--- src/rtl/uart_alu_pkg.sv ---
// Shared types and constants for the multiplier-to-UART datapath.
// Holds the serializer state encoding and the byte width.
package uart_alu_pkg;

    typedef enum logic [1:0] {
        IDLE = 2'd0,
        SEND = 2'd1,
        CSUM = 2'd2
    } ser_state_t;

    localparam int byte_width_lp = 8;

endpackage

--- src/rtl/result_serializer.sv ---
// Takes one data_width_p-bit result per valid/ready handshake and emits
// it LSB byte first on a byte-wide valid/ready stream toward UART TX.
// Ports: clk_i, reset_ni (async active-low), valid_i/ready_o/data_i
// (word in), valid_o/ready_i/data_o (byte out).
// Optional macro RESULT_SERIALIZER_CHECKSUM_EN appends an XOR checksum
// byte after the data bytes.
module result_serializer
    import uart_alu_pkg::*;
#(
    parameter int data_width_p = 16
) (
    input  logic                    clk_i,
    input  logic                    reset_ni,
    input  logic                    valid_i,
    output logic                    ready_o,
    input  logic [data_width_p-1:0] data_i,
    output logic                    valid_o,
    input  logic                    ready_i,
    output logic [7:0]              data_o
);

    localparam int nbytes_lp = data_width_p / byte_width_lp;
    localparam int idx_raw_lp = $clog2(nbytes_lp + 1);
    localparam int idx_width_lp = (idx_raw_lp < 1) ? 1 : idx_raw_lp;
    localparam logic [idx_width_lp-1:0] last_idx_lp =
        idx_width_lp'(nbytes_lp - 1);

    ser_state_t state, state_nxt;

    logic [data_width_p-1:0] shreg;
    logic [idx_width_lp-1:0] idx;
    logic                    last;

`ifdef RESULT_SERIALIZER_CHECKSUM_EN
    logic [7:0] csum;
`endif

    assign last = (idx == last_idx_lp);

    // State register
    always_ff @(posedge clk_i or negedge reset_ni) begin
        if (!reset_ni) begin
            state <= IDLE;
        end else begin
            state <= state_nxt;
        end
    end

    // Next-state logic
    always_comb begin
        state_nxt = state;
        unique case (state)
            IDLE: begin
                if (valid_i) state_nxt = SEND;
            end
            SEND: begin
                if (ready_i && last) begin
`ifdef RESULT_SERIALIZER_CHECKSUM_EN
                    state_nxt = CSUM;
`else
                    state_nxt = IDLE;
`endif
                end
            end
`ifdef RESULT_SERIALIZER_CHECKSUM_EN
            CSUM: begin
                if (ready_i) state_nxt = IDLE;
            end
`endif
            default: state_nxt = IDLE;
        endcase
    end

    // Outputs decode registered state only, so ready_i/valid_i never
    // reach ready_o/valid_o combinationally.
    always_comb begin
        ready_o = 1'b0;
        valid_o = 1'b0;
        data_o  = 8'h00;
        unique case (state)
            IDLE: begin
                ready_o = 1'b1;
            end
            SEND: begin
                valid_o = 1'b1;
                data_o  = shreg[7:0];
            end
`ifdef RESULT_SERIALIZER_CHECKSUM_EN
            CSUM: begin
                valid_o = 1'b1;
                data_o  = csum;
            end
`endif
            default: begin
                ready_o = 1'b0;
            end
        endcase
    end

    // Datapath: word capture, byte shift, index and running checksum.
    always_ff @(posedge clk_i or negedge reset_ni) begin
        if (!reset_ni) begin
            shreg <= '0;
            idx   <= '0;
`ifdef RESULT_SERIALIZER_CHECKSUM_EN
            csum  <= 8'h00;
`endif
        end else if (state == IDLE && valid_i) begin
            shreg <= data_i;
            idx   <= '0;
`ifdef RESULT_SERIALIZER_CHECKSUM_EN
            csum  <= 8'h00;
`endif
        end else if (state == SEND && ready_i) begin
            shreg <= shreg >> byte_width_lp;
            idx   <= idx + idx_width_lp'(1);
`ifdef RESULT_SERIALIZER_CHECKSUM_EN
            csum  <= csum ^ shreg[7:0];
`endif
        end
    end

endmodule

--- config.mk ---
export PLATFORM = sky130hd
export DESIGN_NAME = result_serializer
export DESIGN_NICKNAME = d
export VERILOG_FILES = /design/src/rtl/uart_alu_pkg.sv /design/src/rtl/result_serializer.sv
export SDC_FILE = /design/constraint.sdc
export NUM_CORES = 1
export LEC_CHECK = 0
export BUFFER_PORTS_ARGS = -buffer_cell sky130_fd_sc_hd__buf_2
export CAP_MARGIN = 15
export CORE_AREA = 2 2 72 67
export CTS_CLUSTER_DIAMETER = 200
export DETAILED_ROUTE_END_ITERATION = 10
export DIE_AREA = 0 0 74 69
export PLACE_DENSITY = 0.46
export SYNTH_ARGS = -nofsm -noshare
export SYNTH_HDL_FRONTEND = slang
export SYNTH_SLANG_ARGS = --single-unit
--- constraint.sdc ---
create_clock -name clk_i -period 1.1 [get_ports clk_i]
set_input_delay 0.11 -clock clk_i [delete_from_list [all_inputs] [get_ports clk_i]]
set_output_delay 0.11 -clock clk_i [all_outputs]
set_load 0.03 [all_outputs]
== After elaboration in Yosys (flattened, before gate mapping) ==
Cells that the tools add are included.
Word-level totals
  register bits after elaboration: 20
  output and inout bits: 10
Operators by class
  muxes and demuxes: 10
  equal/unequal tests: 4
  $add $sub $neg: 1
  reductions and logical operators: 6
Operators by type and width (number)
  $mux 16: 2
  $mux 2: 4
  $mux 8: 1
  $eq 2x1->1 const B: 2
  $ne 2x2->1 const B: 2
  $pmux 2 s2: 1
  $logic_and 1x1->1: 3
  $add 2x1->2 const B: 1
  $logic_not 2->1: 1
  $mux 1: 2
  $reduce_and 2->1: 1
  $reduce_bool 2->1: 1

== Longest topological paths before layout ==
  word-level depth: 4
  depth in mapped cells: 4
  gate-level depth less buffers: 4

== Least setup slack after synthesis ==
OpenSTA, ideal clock, no wires.
  path kind: flip-flop to output port
  from: register state[0]
  to: output data_o[0]
  required time: 0.990 ns
  data arrival time: 1.212 ns
  cell stages (with the launch flop): 4
  buffers on the path: 2
  setup slack: -0.222 ns
  cells stage by stage: dfrtp_1 -> buf_2 -> buf_2 -> and2_1
On the way
  word-level cells in the longest chain between the ends: 2
Ends and longest elaborated chain
  from (decl): RTL line result_serializer.sv:28  | ser_state_t state, state_nxt;
  from (signal assigned): RTL line result_serializer.sv:45  | state <= state_nxt;
  $eq 2x1->1: RTL line result_serializer.sv:80  | unique case (state)
  $mux 8: RTL line result_serializer.sv:80
  to (decl): RTL line result_serializer.sv:19  | output logic [7:0] data_o
Every way passes these cells.

== Worst setup path after layout ==
  from: register state[0]
  to: output data_o[6]
Same word-level chain as after synthesis.

==> flow_summary.json <==
{
  "dp_worst_setup_slack_ns": -0.0118,
  "fin_area_sq_um": 1560,
  "final-hold-violation-count": 0,
  "crit_arrival_ns": 1.11,
  "placed_cell_area_sq_um": 1300,
  "ioPinCount": 30,
  "crit_top_cell": "buf_6",
  "final_cell_mix": "32 x mux2i_1, 19 x buf_2, 18 x dfrtp_1",
  "min_period_over_period": 1.11,
  "highest-signal-layer": "met4",
  "routedWlPerCell_um": 12.3,
  "p_leak_nw": 0.812,
  "root_buffer": "clkbuf_8",
  "clkSlewWorstSetupHoldPaths_ns": 0.08,
  "final_nets": 159,
  "drc": 0,
  "cp_cell_sequence": "buf_6, and2_4, buf_6",
  "rrSetupSlack_ns": -0.10,
  "grt_pass1_wl_um": 4140,
  "fp.dieW_um": 74,
  "antenna_cells": 0,
  "worstPathMaxFanout": 5,
  "path_class": "flip-flop to output port",
  "via_count": 838,
  "setup-violations-final": 13,
  "hold_class": "input pin to flip-flop",
  "rsz0062_at_grt": "true",
  "dp_hpwl_um": 1650,
  "dpl.cell_count": 183,
  "slew_headroom": 0.703,
  "syn_area_sq_um": 1060,
  "layout.cells.non_filler": 199,
  "wl_met1_um": 1090,
  "ir_worst_vdd_v": 0.000862,
  "powerDensity_nw_per_um2": 2310,
  "fin_worst_skew_ns": 0.00893,
  "layout-drive-gt1-share": 0.474,
  "cts_tree": "yes",
  "violations": "setup timing",
  "drtIter0Drc": 22,
  "syn_inst": 93,
  "cp-start-kind": "flip-flop",
  "final_antenna_net_count": 0,
  "synth_area_per_cell_sq_um": 11.4,
  "drv_slew": 0,
  "critPathSlowestCell": "dfrtp_2",
  "ys_seq_elements": 19,
  "dieArea_sq_um": 5110,
  "ys_warn_count": 0,
  "tightest_slew_ns": 0.445,
  "grt_max_degree": 20,
  "yosysSeqAreaShare": 0.447,
  "synthToLayoutAreaGrowth_pct": 46.9,
  "globalplace.congestion": 0.718,
  "grt_pass1_vias": 894,
  "insertion_delay_ns": 0.26,
  "cts_max_level": 1,
  "clockBufferDepth": 2,
  "yosys.area.top_type": "dfrtp_1",
  "crit_required_ns": 0.99,
  "synth.top_cell.area_share": 0.447,
  "core_area_sq_um": 4350,
  "layout_setup_ws_ns": -0.119,
  "finalWirelength_um": 2450,
  "fmax_mhz": 820,
  "status": "finished with violations",
  "worstSetupEndpointType": "output port",
  "antenna_found_initial": 0,
  "fp-row-count": 23,
  "firstDrtPassIters": 3,
  "maxCapViolCount": 0,
  "via_per_inst": 4.21,
  "synth_fp_nets": 114,
  "met3_length_um": 111,
  "final_common_cell": "mux2i_1",
  "slowest_delay_ns": 0.45,
  "finalCriticalPeriod_ns": 1.22,
  "synth.distinct_cells": 17,
  "overflow": 0,
  "ys_top_cells_by_area": "dfrtp_1 45%, mux2i_1 30%, and2_1 4.7%, o22ai_1 4.7%, nand2_1 3.2%",
  "fp.dieH_um": 69,
  "start_util": 0.245,
  "grtUsageTotal": 0.104,
  "clock_sinks": 19,
  "cts_made_buffers": 3,
  "port_buffers": 29,
  "dr_wl_met2_um": 1240
}
-- cells by family (layout without fill, tap and decap cells) --
logic type / Yosys count / count (layout) / share of synthesized area
muxes: 32 / 32 / 0.301
DFF: 19 / 19 / 0.447
xor gates and xnor gates: 1 / 1 / 0.00824
buffers and inverters: 10 / 54 / 0.0729
AOI/OAI and AO/OA: 11 / 11 / 0.0706
and+or+nand+nor: 19 / 19 / 0.0882
adders and majority gates: 1 / 1 / 0.0118
-- path summary, 6_finish.rpt --
check | from | endpoint | cells after the start
hold reg to reg | shreg[13]$_DFFE_PN0P_ | shreg[13]$_DFFE_PN0P_ | 2
hold / removal | data_i[2] | shreg[2]$_DFFE_PN0P_ | 3
min in group asynchronous | reset_ni | shreg[9]$_DFFE_PN0P_ | 2
max in group asynchronous | reset_ni | state[0]$_DFFE_PN0P_ | 2
setup reg to reg | state[0]$_DFFE_PN0P_ | idx[1]$_DFFE_PN0P_ | 4
setup / recovery | state[0]$_DFFE_PN0P_ | data_o[6] | 3
-- per-layer routing --
metal | track usage | vias to the layer above
li1 | - | 416
met1 | 0.122 | 399
met2 | 0.182 | 21
met3 | 0.0322 | 2
met4 | 0.0242 | 0
met5 | 0 | -
-- worst max-delay path: cells and delay by family, from the launching register on --
kind                   cells  cell delay, ns
and+or+nand+nor            1            0.13
DFF                        1            0.45
buffers and inverters      2            0.27
-- synthesized netlist by cell type --
cell type   n
o22ai_1     8
buf_6       2
nor2_1      1
dfrtp_1    19
a31oi_1     1
nand2_1     9
a22o_1      1
a32o_1      1
or2_1       1
buf_4       1
buf_2       4
xor2_1      1
mux2i_1    32
inv_1       2
and2_1      8
ha_1        1
buf_12      1
-- layout make-up --
type,instances,area [sq um]
well taps,62,77.6
flip-flops and latches,19,477
multi-input cells,64,561
inverters,2,7.51
clock buffers,4,45.0
repair buffers,48,395
fillers,443,2780
-- registers in the layout, summed over array words and instances (netlist names) --
name,cells
shreg,16
idx,2
state,1
-- per-stage QoR --
step | hold slack [ns] | util | total power, mW | setup TNS (ns)
after CTS | 0.146 | 0.350 | 3.56 | -1.03
after global routing | 0.142 | 0.360 | 3.87 | -1.76
after global placement | 0.0829 | 0.300 | 2.47 | 0
after detailed placement | 0.0881 | 0.300 | 2.54 | -0.0118
after floorplan | -0.186 | - | 2.17 | 0
final | 0.143 | 0.360 | 3.62 | -1.10
-- what timing repair did --
action	CTS	global route
pin swaps	1	3
hold buffers	1	0
setup buffers	9	2
endpoints found under the setup margin	11	17
endpoints found under the hold margin	19	0
resized for setup	29	6
-- power breakdown --
part	internal (mW)	switching (mW)
registers	0.929	0.184
clock network	0.257	0.232
logic	1.12	0.894
total	2.31	1.31
Note: power is estimated with default switching activity, not from simulation.
